`src/rtl/micro_sequencer_if.sv`:
```
// Sequencing bus between the microstore fields and the next-state controller.
// The master drives the microinstruction fields and status inputs; the slave returns the state.
interface micro_sequencer_if #(
  parameter int STATE_W = 7
);
  logic [2:0]         next_sel;
  logic [1:0]         cond_sel;
  logic               inv;
  logic [STATE_W-1:0] cr;
  logic [STATE_W-1:0] enc_state;
  logic               moc;
  logic               cond;
  logic               irq;
  logic [STATE_W-1:0] state;
  logic               waiting;
  logic               mem_timeout;
  logic               illegal_state;

  modport master (
    output next_sel, cond_sel, inv, cr, enc_state, moc, cond, irq,
    input  state, waiting, mem_timeout, illegal_state
  );

  modport slave (
    input  next_sel, cond_sel, inv, cr, enc_state, moc, cond, irq,
    output state, waiting, mem_timeout, illegal_state
  );
endinterface

```
`src/rtl/micro_sequencer.sv`:
```
// Next-state controller for the microprogrammed control unit: holds the microstore
// address and selects the next one from the sequencing fields, with a memory-wait watchdog.
//
// next_sel | meaning
// 000      | encoder: go to enc_state
// 001      | fetch: go to FETCH_STATE
// 010      | jump: go to cr
// 011      | increment: state+1 (wraps)
// 100      | c ? cr : state+1
// 101      | c ? cr : enc_state
// 110      | c ? state+1 : hold and count wait cycles
// 111      | hold, no wait counting
module micro_sequencer #(
  parameter int                 STATE_W     = 7,
  parameter logic [STATE_W-1:0] FETCH_STATE = '0,
  parameter logic [STATE_W-1:0] MAX_STATE   = STATE_W'(23),
  parameter logic [STATE_W-1:0] ERR_STATE   = '0,
  parameter int                 TIMEOUT     = 15,
  parameter int                 TO_W        = 4
) (
  input  logic                  clk_i,
  input  logic                  rst_n_i,
  micro_sequencer_if.slave      bus
);

  typedef enum logic [2:0] {
    SEL_ENC    = 3'b000,
    SEL_FETCH  = 3'b001,
    SEL_JUMP   = 3'b010,
    SEL_INC    = 3'b011,
    SEL_BR_INC = 3'b100,
    SEL_BR_ENC = 3'b101,
    SEL_WAIT   = 3'b110,
    SEL_HOLD   = 3'b111
  } sel_e;

  localparam logic [TO_W-1:0] TO_LAST = TO_W'(TIMEOUT - 1);

  sel_e               sel;
  logic [STATE_W-1:0] state_q, state_d;
  logic [STATE_W-1:0] target, state_inc;
  logic [TO_W-1:0]    cnt_q, cnt_d;
  logic               timeout_q, timeout_d;
  logic               illegal_q, illegal_d;
  logic               cond_src, c, wait_hold;

  assign sel       = sel_e'(bus.next_sel);
  assign state_inc = state_q + STATE_W'(1);

  always_comb begin
    cond_src = 1'b0;
    case (bus.cond_sel)
      2'b00:   cond_src = bus.moc;
      2'b01:   cond_src = bus.cond;
      2'b10:   cond_src = 1'b1;
      default: cond_src = bus.irq;
    endcase
  end

  assign c = cond_src ^ bus.inv;

  always_comb begin
    target    = state_q;
    wait_hold = 1'b0;
    case (sel)
      SEL_ENC:    target = bus.enc_state;
      SEL_FETCH:  target = FETCH_STATE;
      SEL_JUMP:   target = bus.cr;
      SEL_INC:    target = state_inc;
      SEL_BR_INC: target = c ? bus.cr : state_inc;
      SEL_BR_ENC: target = c ? bus.cr : bus.enc_state;
      SEL_WAIT: begin
        if (c) target = state_inc;
        else   wait_hold = 1'b1;
      end
      SEL_HOLD:   target = state_q;
      default:    target = state_q;
    endcase

    // Watchdog expiry outranks the range check; a hold target is always legal anyway.
    timeout_d = wait_hold && (cnt_q == TO_LAST);
    illegal_d = (target > MAX_STATE) && !timeout_d;

    cnt_d = '0;
    if (wait_hold && !timeout_d) cnt_d = cnt_q + TO_W'(1);

    state_d = target;
    if (timeout_d)      state_d = ERR_STATE;
    else if (illegal_d) state_d = FETCH_STATE;
  end

  always_ff @(posedge clk_i or negedge rst_n_i) begin
    if (!rst_n_i) begin
      state_q   <= FETCH_STATE;
      cnt_q     <= '0;
      timeout_q <= 1'b0;
      illegal_q <= 1'b0;
    end else begin
      state_q   <= state_d;
      cnt_q     <= cnt_d;
      timeout_q <= timeout_d;
      illegal_q <= illegal_d;
    end
  end

  // Inputs are don't-care in reset, so waiting is masked there.
  assign bus.state         = state_q;
  assign bus.waiting       = wait_hold & rst_n_i;
  assign bus.mem_timeout   = timeout_q;
  assign bus.illegal_state = illegal_q;

endmodule

```
`src/flat_wrapper.sv`:
```
// flat-port wrapper written by rule: the top's interface ports become plain ports
module micro_sequencer_flat 
#(
  parameter int                 STATE_W     = 7,
  parameter logic [STATE_W-1:0] FETCH_STATE = '0,
  parameter logic [STATE_W-1:0] MAX_STATE   = STATE_W'(23),
  parameter logic [STATE_W-1:0] ERR_STATE   = '0,
  parameter int                 TIMEOUT     = 15,
  parameter int                 TO_W        = 4
)
  (clk_i, rst_n_i, bus_next_sel, bus_cond_sel, bus_inv, bus_cr, bus_enc_state, bus_moc, bus_cond, bus_irq, bus_state, bus_waiting, bus_mem_timeout, bus_illegal_state);
  micro_sequencer_if #(.STATE_W(STATE_W)) bus_i ();
  input  logic clk_i;
  input  logic rst_n_i;
  input wire logic [$bits(bus_i.next_sel)-1:0] bus_next_sel;
  input wire logic [$bits(bus_i.cond_sel)-1:0] bus_cond_sel;
  input wire logic [$bits(bus_i.inv)-1:0] bus_inv;
  input wire logic [$bits(bus_i.cr)-1:0] bus_cr;
  input wire logic [$bits(bus_i.enc_state)-1:0] bus_enc_state;
  input wire logic [$bits(bus_i.moc)-1:0] bus_moc;
  input wire logic [$bits(bus_i.cond)-1:0] bus_cond;
  input wire logic [$bits(bus_i.irq)-1:0] bus_irq;
  output wire logic [$bits(bus_i.state)-1:0] bus_state;
  output wire logic [$bits(bus_i.waiting)-1:0] bus_waiting;
  output wire logic [$bits(bus_i.mem_timeout)-1:0] bus_mem_timeout;
  output wire logic [$bits(bus_i.illegal_state)-1:0] bus_illegal_state;
  assign bus_i.next_sel = bus_next_sel;
  assign bus_i.cond_sel = bus_cond_sel;
  assign bus_i.inv = bus_inv;
  assign bus_i.cr = bus_cr;
  assign bus_i.enc_state = bus_enc_state;
  assign bus_i.moc = bus_moc;
  assign bus_i.cond = bus_cond;
  assign bus_i.irq = bus_irq;
  assign bus_state = bus_i.state;
  assign bus_waiting = bus_i.waiting;
  assign bus_mem_timeout = bus_i.mem_timeout;
  assign bus_illegal_state = bus_i.illegal_state;
  micro_sequencer #(.STATE_W(STATE_W), .FETCH_STATE(FETCH_STATE), .MAX_STATE(MAX_STATE), .ERR_STATE(ERR_STATE), .TIMEOUT(TIMEOUT), .TO_W(TO_W)) u_core (.clk_i(clk_i), .rst_n_i(rst_n_i), .bus(bus_i));
endmodule
```
`config.mk`:
```
export PLATFORM = sky130hd
export DESIGN_NAME = micro_sequencer_flat
export DESIGN_NICKNAME = d
export VERILOG_FILES = /design/src/rtl/micro_sequencer_if.sv /design/src/rtl/micro_sequencer.sv /design/src/flat_wrapper.sv
export SDC_FILE = /design/constraint.sdc
export NUM_CORES = 1
export LEC_CHECK = 0
export BUFFER_PORTS_ARGS = -buffer_cell sky130_fd_sc_hd__buf_2
export CORE_MARGIN = 2
export CORE_UTILIZATION = 30
export DETAILED_ROUTE_END_ITERATION = 8
export GPL_ROUTABILITY_DRIVEN = 0
export PLACE_DENSITY_LB_ADDON = 0.08
export SETUP_SLACK_MARGIN = 0.1
export SYNTH_ARGS = -nofsm -noshare
export SYNTH_HDL_FRONTEND = slang
export SYNTH_SLANG_ARGS = --single-unit
```
`constraint.sdc`:
```
create_clock -name clk_i -period 1.9 [get_ports clk_i]
set_input_delay 0.38 -clock clk_i [delete_from_list [all_inputs] [get_ports clk_i]]
set_output_delay 0.38 -clock clk_i [all_outputs]
set_load 0.05 [all_outputs]
```
# Word level (Yosys, flattened, before mapping)
# Index checks and enable logic that the tools add are counted.
totals:
  ff_bits: 13
  mem_count: 0
  mem_bits_rw: 0
  wordCells: 35
  rom_bits: 0
  latch_bits: 0
classes:
  n_reduce_logical: 6
  add_sub_neg: 2
  order_cmp: 1
  bitwise: 2
  eq_ne: 10
  n_div: 0
  shift: 0
  n_mul: 0
  n_mux: 10
op_table:
  columns: ["operator", "n"]
  rows:
  - ["case mux 7 bit (8 select lines)", 1]
  - ["two-way mux 7 bit", 5]
  - ["equality test 3 bit, second input constant", 4]
  - ["adder 7 x 1 -> 7 bit, second input constant", 1]
  - ["> comparator 7 x 5 -> 1 bit, second input constant", 1]
  - ["equality test 3 x 2 -> 1 bit, second input constant", 2]
  - ["adder 4 x 1 -> 4 bit, second input constant", 1]
  - ["equality test 4 bit, second input constant", 1]
  - ["two-way mux 4 bit", 1]
  - ["equality test 3 x 1 -> 1 bit, second input constant", 1]
  - ["logical AND 1 bit", 3]
  - ["zero test 3 bit", 1]
  - ["case mux 1 bit (3 select lines)", 1]
  - ["equality test 2 x 1 -> 1 bit, second input constant", 1]
  - ["equality test 2 bit, second input constant", 1]
  - ["zero test 2 bit", 1]
  - ["two-way mux 1 bit", 2]
  - ["AND 1 bit", 1]
  - ["zero test 1 bit", 1]
  - ["XOR 1 bit", 1]

# Longest topological paths before layout
# Gate-level depths: netlist of the first run.
depth:
  ltp_word: 10
  mapped_depth: 9
  ltp_nobuf: 8

# Worst setup path before layout of the first run
# Ideal clock, no wire load.
synth_path:
  kind: "input to output"
  start: "in bus_cond_sel[0]"
  end: "out bus_waiting"
  n_path_buf: 2
  arrival_time_ns: 1.972
  path_stages: 7
  t_required_ns: 1.520
  slack_ns: -0.452
  cell_sequence: "buf_2 > nor3_1 > a211o_2 > nand2_1 > buf_6 > nor3_1 > and2_1"
synth_between:
  elab_chain_len: 6
synth_lines:
  columns: ["item", "line_no", "rtl"]
  rows:
  - ["from (decl)", "flat_wrapper.sv:16", "input wire logic [$bits(bus_i.cond_sel)-1:0] bus_cond_sel;"]
  - ["equality test 2 bit (tied with other cells)", "micro_sequencer.sv:52", "case (bus.cond_sel)"]
  - ["case mux 1 bit (3 select lines) (*)", "micro_sequencer.sv:52", null]
  - ["XOR 1 bit (*)", "micro_sequencer.sv:60", "assign c = cond_src ^ bus.inv;"]
  - ["two-way mux 1 bit (*)", "micro_sequencer.sv:73", "if (c) target = state_inc;"]
  - ["two-way mux 1 bit (*)", "micro_sequencer.sv:65", "case (sel)"]
  - ["AND 1 bit (*)", "micro_sequencer.sv:108", "assign bus.waiting = wait_hold & rst_n_i;"]
  - ["to (decl)", "flat_wrapper.sv:24", "output wire logic [$bits(bus_i.waiting)-1:0] bus_waiting;"]
# Mark *: on every way between the ends. The rest lies on a longest branch, timed or not.

# Worst setup path in the final report of the first run
layout_path:
  start: "in bus_cond_sel[1]"
  end: "reg u_core.state_q[3], in the netlist u_core.bus.state[3]"
layout_between:
  elab_chain_len: 10
layout_lines:
  columns: ["item", "line_no", "rtl"]
  rows:
  - ["equality test 2 bit (tied with other cells)", "micro_sequencer.sv:52", null]
  - ["case mux 1 bit (3 select lines) (*)", "micro_sequencer.sv:52", null]
  - ["XOR 1 bit (*)", "micro_sequencer.sv:60", null]
  - ["parallel branches: the longest is 6 deep, another holds > comparator 7 x 5 -> 1 bit", null, null]
  - ["two-way mux 7 bit (*)", "micro_sequencer.sv:88", "if (timeout_d) state_d = ERR_STATE;"]
  - ["via u_core.state_d[3]", "micro_sequencer.sv:40", "logic [STATE_W-1:0] state_q, state_d;"]
  - ["to (signal assigned)", "micro_sequencer.sv:99", "state_q <= state_d;"]
  - ["to (decl)", "micro_sequencer.sv:40", null]
# Mark *: on every way through the listed nets, which the timed path passes.

==> results of run 1 <==
## power groups by stage
stage	Clock [µW]	Sequential, µW	Combinational [µW]
3_5_place_dp	0	320	512
4_1_cts	258	315	549
5_1_grt	266	319	619
6_report	247	315	573
3_3_place_gp	0	319	506
2_1_floorplan	0	386	237
## placed cells by master, fill, tap and decap left out, types with 5 or more instances in the layout
cell type / Yosys / final
buf_4: 0 / 49
buf_2: 2 / 32
nand2_1: 15 / 14
nand3_1: 14 / 13
a21oi_1: 11 / 11
o21ai_0: 12 / 10
dfrtp_1: 13 / 10
nor2_1: 8 / 8
o211ai_1: 7 / 7
inv_1: 5 / 5
nor2b_1: 5 / 5
mux2i_1: 5 / 5
## per-layer routing
| layer | up-vias | global-route usage |
|---|---|---|
| li1 | 830 | - |
| met1 | 807 | 0.2440 |
| met2 | 36 | 0.3601 |
| met3 | 6 | 0.007032 |
| met4 | 0 | 0.06289 |
| met5 | - | 0 |
## registers in the layout (all words and copies together) (netlist names)
register and flops:
u_core.cnt_q 4, u_core.bus.state 7, u_core.bus.mem_timeout 1, u_core.bus.illegal_state 1
## cell type report
| class | count | area [µm²] | area share |
|---|---|---|---|
| Clock buffer | 4 | 45.04 | 0.02022 |
| Timing Repair Buffer | 90 | 668.1 | 0.3000 |
| Sequential cell | 13 | 329.1 | 0.1478 |
| Inverter | 5 | 18.77 | 0.008427 |
| Multi-Input combinational cell | 145 | 1101 | 0.4944 |
| Tap cell | 52 | 65.06 | 0.02921 |
## worst max-delay path by stage
stage,from,endpoint,cells past startpoint
after floorplan,u_core.bus.state[0]$_DFF_PN0_,u_core.bus.state[2]$_DFF_PN0_,7
after global placement,bus_cond_sel[1],u_core.bus.state[2]$_DFF_PN0_,7
after detailed placement,bus_cond_sel[1],u_core.bus.state[0]$_DFF_PN0_,9
after CTS,bus_cond_sel[1],u_core.bus.state[3]$_DFF_PN0_,8
after global routing,bus_cond_sel[1],u_core.bus.state[3]$_DFF_PN0_,8
final,bus_cond_sel[1],u_core.bus.state[3]$_DFF_PN0_,8
## cells by family after synthesis
group / synth area share
flip-flops: 0.2361
multiplexers: 0.04632
XOR/XNOR: 0.04451
AO/OA/AOI/OAI: 0.3215
buffers and inverters: 0.04814
other: 0.002722
AND/OR/NAND/NOR: 0.2661
adder cells (fa/ha/maj): 0.03452
## per-stage QoR
| stage | std cells | total power (µW) |
|---|---|---|
| 2_1_floorplan | 173 | 622.8 |
| 3_3_place_gp | 298 | 824.8 |
| 3_5_place_dp | 298 | 832.2 |
| 4_1_cts | 306 | 1122 |
| 5_1_grt | 309 | 1204 |
| 6_report | 309 | 1135 |
## worst register-to-register path, delay by kind of cell (launching register included)
family           cells  cell delay, ns
AO/OA/AOI/OAI        3            0.55
flip-flops           1            0.45
AND/OR/NAND/NOR      3            0.92
## repair_timing
item	in CTS	in global routing
pin swaps	9	8
endpoints found under the setup margin	8	8
gates resized for setup	13	14
buffers inserted	4	3
hold endpoints to repair	0	0
==> run_results.csv, run 1 <==
group,metric,value,unit
yosys,avgSynthCellArea,8.009,µm²
timing,min_period,2.097,ns
timing,setup_ws,-0.1966,ns
timing,max_freq,0.4770,GHz
timing,slew_violations,0,
clock_tree,path_clk_slew,0.05,ns
floorplanning,ios,35,
setup_path,cp_num_buf_inv,2,
clock_tree,hold_buffers,0,
floorplanning,die_x,71.77,µm
place,pre_cts_ws,-0.4117,ns
finish,diodes,0,
setup_path,crit_required,2.05,ns
timing,hold_violations,0,
yosys,synthTopCellsByArea,"dfrtp_1 24%, nand3_1 5.1%, o21ai_0 4.4%, nand2_1 4.1%, a21oi_1 4.0%",
setup_path,worstPathCellList,"buf_12 -> mux2i_4 -> buf_12 -> a211oi_4 -> a211o_2 -> o211ai_1 -> or3_4 -> nor4_2",
setup_path,worstPathArrival,2.25,ns
route,vias,1679,
setup_path,r2r_end,"u_core.bus.state[3]$_DFF_PN0_",
finish,fin_nets,286,
setup_path,slowest_stage,"or3_4",
yosys,synth_common_cells,"15 x nand2_1, 14 x nand3_1, 13 x dfrtp_1, 12 x o21ai_0, 11 x a21oi_1",
finish,drive_gt1_frac,0.4553,
setup_path,startpoint_type,"input pin",
yosys,synth.distinct_cells,56,
setup_path,ff2ff_setup_slack,-0.11,ns
yosys,seq_area_frac_synth,0.2361,
floorplanning,start_util,0.3142,
grt,grt_use_total,0.1954,
setup_path,r2r.worst_path.cells,6,
yosys,syn-cell-area,1378,µm²
finish,stdcell_area,2227,µm²
route,drc,0,
route,wl_per_cell,15.43,µm
floorplanning,rows,24,
route,route.met3.wl,110,µm
grt,antenna_found_initial,0,
power,switching_share,0.3777,
timing,fin_skew,0.001789,ns
route,met1_length,2095,µm
clock_tree,cts_max_level,1,
clock_tree,root_buffer,"clkbuf_8",
status,violations,"setup timing",
timing,holdWs,0.08719,ns
power,power_leakage,0.0009868,µW
clock_tree,cts_sinks,13,
clock_tree,cts_buffers,3,
grt,grt_pass1_vias,1725,
power,vdd_drop_max,447.3,µV
power,p_clk_frac,0.218,
timing,tns,-1.116,ns
power,p_per_area,509.8,nW/µm²
timing,grt_setup_unrepaired,"yes",
finish,fillCellCount,442,
yosys,ys_ff_latch,13,
place,port_buffers,34,
power,seqPwrFrac,0.278,
setup_path,crit_family,"simple AND/OR/NAND/NOR gates",
job,maxCapViolCount,0,
place,dp_hpwl,3770,µm
setup_path,cp_common_cell,"buf_12",
place,placed_area,1993,µm²
floorplanning,core_area,4384,µm²
route,wl,4768,µm
floorplanning,die_height,71.77,µm
status,status,"finished, violations left",
grt,grt_max_degree,14,
setup_path,regToRegStartpoint,"u_core.bus.state[0]$_DFF_PN0_",
yosys,yosysWarnings,0,
setup_path,cp-end-kind,"flip-flop",
yosys,synth.most_common_cell,"nand2_1",
timing,setup_violations,7,
floorplanning,dieArea,5150,µm²
setup_path,critPathKind,"in -> reg",
hold_path,hold_class,"in -> async",
finish,postLayoutCoreUtil,0.5080,
yosys,synthArstFlopShare,1.000,
power,netSwitchingPower,428.8,µW
setup_path,critical-path-max-stage-delay,0.47,ns
power,p_int,706.6,µW
yosys,synth_edf_count,0,
route,dr.max_layer_used,"met4",
route,dr_wl_met2,2502,µm
route,antenna_left,0,
yosys,ys.flop_type,"dfrtp_1",
clock_tree,clkLatencyLatePin,0.24,ns
clock_tree,cts_tree,"built",
yosys,syn_inst,172,
grt,grt-ovfl-total,0,
yosys,synth_area_leader_cell,"dfrtp_1",
route,dr.pass1.iters,4,
timing,finalCritPeriodShare,1.103,
finish,syn_to_final_growth,61.67,%
power,p_comb_frac,0.505,
route,vias_per_cell,5.434,
route,drtIter0Drc,66,
setup_path,cp_max_fo,7,
clock_tree,cts_max_path_buffers,2,
grt,grt_pass1_wl,8045,µm
yosys,synth.top_cell.area_share,0.2361,
No activity file was read; power rests on OpenSTA's default activity.
==> run 2: changes to the inputs <==
--- a/config.mk
+++ b/config.mk
@@ -5,6 +5,7 @@
 export SDC_FILE = /design/constraint.sdc
 export NUM_CORES = 1
 export LEC_CHECK = 0
+export ABC_AREA = 1
 export BUFFER_PORTS_ARGS = -buffer_cell sky130_fd_sc_hd__buf_2
 export CORE_MARGIN = 2
 export CORE_UTILIZATION = 30
==> constraint.sdc (replaced) <==
create_clock -name clk_i -period 2.2 [get_ports clk_i]
set_input_delay 0.44 -clock clk_i [delete_from_list [all_inputs] [get_ports clk_i]]
set_output_delay 0.44 -clock clk_i [all_outputs]
set_load 0.05 [all_outputs]
==> run 2 against run 1 <==
  * The run now ends clean
  * Non-clock buffer count decreased by 53
  * Clock skew rose by 0.0010 ns
  * Synthesized area increased by 5.8%
  * Worst hold slack better by 0.060 ns
  * Utilization shrank 13 points
  * Die area is 5.5% higher
  * Sequential cell count stayed put
  * Clock-buffer cell count down 1
  * Critical path depth is 4 higher
  * Sequential power is 11% lower
==> run_results.csv, run 2 <==
group,metric,value,unit
finish,drive_gt1_frac,0.3580,
route,wl,3795,µm
power,switching_share,0.4116,
finish,layout_common_cells,"49 x nand2_1, 34 x buf_2, 27 x nand3_1",
clock_tree,cts_resized,0,
power,netSwitchingPower,338.3,µW
yosys,synth.top_cell.area_share,0.2232,
setup_path,worstPathCellList,"ha_1 -> nand4_1 -> nand3_1 -> nand2_1 -> nand2_2 -> inv_2 -> nor2_2 -> nand3_2 -> nand2_4 -> nor2_8 -> nor2_2 -> nor2_2",
setup_path,cp-end-kind,"flip-flop",
setup_path,slowest_stage,"dfrtp_1",
finish,stdcell_area,1750,µm²
grt,grt-ovfl-total,0,
clock_tree,cts_setup_buffers,0,
power,p_per_area,469.5,nW/µm²
yosys,avgSynthCellArea,6.717,µm²
clock_tree,cts_max_path_buffers,2,
route,antenna_left,0,
grt,grt_use_total,0.1518,
setup_path,cp_num_buf_inv,1,
place,place_inst,307,
status,status,"completed",
timing,setup_violations,0,
yosys,synthArstFlopShare,1.000,
power,p_clk_frac,0.253,
timing,tns,0,ns
setup_path,crit_required,2.33,ns
setup_path,worstPathArrival,1.97,ns
grt,grt_pass1_wl,6444,µm
timing,hold_violations,0,
yosys,synth_common_cells,"49 x nand2_1, 27 x nand3_1, 26 x inv_1, 23 x nor2_1, 13 x dfrtp_1",
yosys,synth_edf_count,0,
floorplanning,die_height,73.71,µm
power,p_int,483.5,µW
yosys,synthTopCellsByArea,"dfrtp_1 22%, nand2_1 13%, nand3_1 9.3%, nand3_2 7.6%, inv_1 6.7%",
finish,diodes,0,
place,port_buffers,34,
setup_path,crit_family,"simple AND/OR/NAND/NOR gates",
yosys,ys.flop_type,"dfrtp_1",
timing,grt_setup_unrepaired,"no",
finish,final_common_cell,"nand2_1",
floorplanning,core_area,4692,µm²
floorplanning,ios,35,
grt,grt_pass1_vias,1398,
place,placed_area,1703,µm²
setup_path,critPathKind,"reg -> reg",
setup_path,cp_max_fo,6,
finish,fillCellCount,555,
clock_tree,cts_tree,"built",
yosys,syn-cell-area,1458,µm²
yosys,yosysWarnings,0,
yosys,synth_area_leader_cell,"dfrtp_1",
power,total_power,821.8,µW
clock_tree,clkLatencyLatePin,0.24,ns
yosys,syn_inst,217,
clock_tree,path_clk_slew,0.06,ns
floorplanning,rows,25,
finish,largest_reg_flops,7,
timing,fin_skew,0.002818,ns
clock_tree,hold_buffers,0,
finish,fin_cells,311,
floorplanning,start_util,0.3107,
power,seqPwrFrac,0.339,
clock_tree,cts_buffers,3,
route,vias_per_cell,4.662,
setup_path,critical-path-max-stage-delay,0.45,ns
job,maxCapViolCount,0,
timing,slew_violations,0,
yosys,seq_area_frac_synth,0.2232,
grt,grt_max_degree,14,
clock_tree,cts_max_level,1,
power,p_comb_frac,0.408,
finish,fin_nets,286,
clock_tree,cts_sinks,13,
hold_path,hold_class,"in -> async",
route,dr.pass1.iters,4,
power,vdd_drop_max,279.3,µV
timing,max_freq,0.5448,GHz
yosys,synth.most_common_cell,"nand2_1",
route,drtIter0Drc,61,
yosys,ys_ff_latch,13,
route,vias,1450,
setup_path,cp_common_cell,"nor2_2",
grt,antenna_found_initial,0,
timing,min_period,1.835,ns
power,power_leakage,0.0009525,µW
yosys,synth.distinct_cells,29,
route,wl_per_cell,12.20,µm
route,drc,0,
clock_tree,root_buffer,"clkbuf_8",
timing,holdWs,0.1474,ns
floorplanning,die_x,73.71,µm
floorplanning,dieArea,5432,µm²
finish,syn_to_final_growth,20.09,%
setup_path,startpoint_type,"flip-flop",
timing,finalCritPeriodShare,0.8343,
place,dp_hpwl,3220,µm
-- run 2: cell count changes after synthesis, moves of 7 or more --
cell,previous run,this run
inv_2,0,8
o211ai_1,7,0
o21ai_0,12,4
nand3_1,14,27
nand3_2,0,11
nor2_1,8,23
inv_1,5,26
nand2_1,15,49
nand2_4,0,7
-- run 2: through the flow --
stage,setup slack [ns],util
after global routing,0.1404,0.3731
final,0.3645,0.3731
after CTS,0.3227,0.3728
after floorplan,0.1993,-
after detailed placement,0.2679,0.3629
after global placement,0.2752,0.3629
-- run 2: power by group through the flow --
stage,clock network (µW),logic (µW),registers [µW]
3_5_place_dp,0,338,282
4_1_cts,215,339,278
5_1_grt,227,369,281
2_1_floorplan,0,188,335
6_report,208,335,279
3_3_place_gp,0,341,283
-- run 2: cell families (layout without fill, tap and decap cells) --
kind of cell             Yosys count  in the layout  synth area share
flip-flops                        13             13            0.2232
AO/OA/AOI/OAI                     14             14           0.05064
adder cells (fa/ha/maj)            3              3           0.02575
AND/OR/NAND/NOR                  145            145            0.5691
XOR/XNOR                           4              4           0.02404
buffers and inverters             37             76            0.1047
other                              1              2          0.002573
-- run 2: worst paths after layout --
path / from / end / slack (ns) / cells after the start
min in group clk_i: u_core.cnt_q[0]$_DFF_PN0_ / u_core.cnt_q[0]$_DFF_PN0_ / 0.49 / 1
worst max register to register: u_core.bus.state[1]$_DFF_PN0_ / u_core.bus.illegal_state$_DFF_PN0_ / 0.36 / 12
max in group asynchronous: rst_n_i / u_core.bus.state[2]$_DFF_PN0_ / 1.88 / 2
worst min-delay path: rst_n_i / u_core.bus.state[5]$_DFF_PN0_ / 0.15 / 2
worst min register to register: u_core.cnt_q[0]$_DFF_PN0_ / u_core.cnt_q[0]$_DFF_PN0_ / 0.49 / 1
worst max-delay path: u_core.bus.state[1]$_DFF_PN0_ / u_core.bus.illegal_state$_DFF_PN0_ / 0.36 / 12
-- run 2: layout make-up --
| type | instances | area [µm²] | share of cell area |
|---|---|---|---|
| clock buffers | 3 | 41.29 | 0.02359 |
| clock inverters | 1 | 5.005 | 0.002859 |
| inverters | 35 | 133.9 | 0.07648 |
| multi-input cells | 168 | 983.4 | 0.5618 |
| flip-flops and latches | 13 | 326.6 | 0.1866 |
| well taps | 54 | 67.56 | 0.03860 |
| repair buffers | 37 | 192.7 | 0.1101 |
-- run 2: metal layers --
metal,global-route usage,wire length (µm),vias to the layer above
li1,-,-,765
met1,0.2127,1816,654
met2,0.2550,1828,29
met3,0.02469,137,2
met4,0.01212,12,0
met5,0,0,-
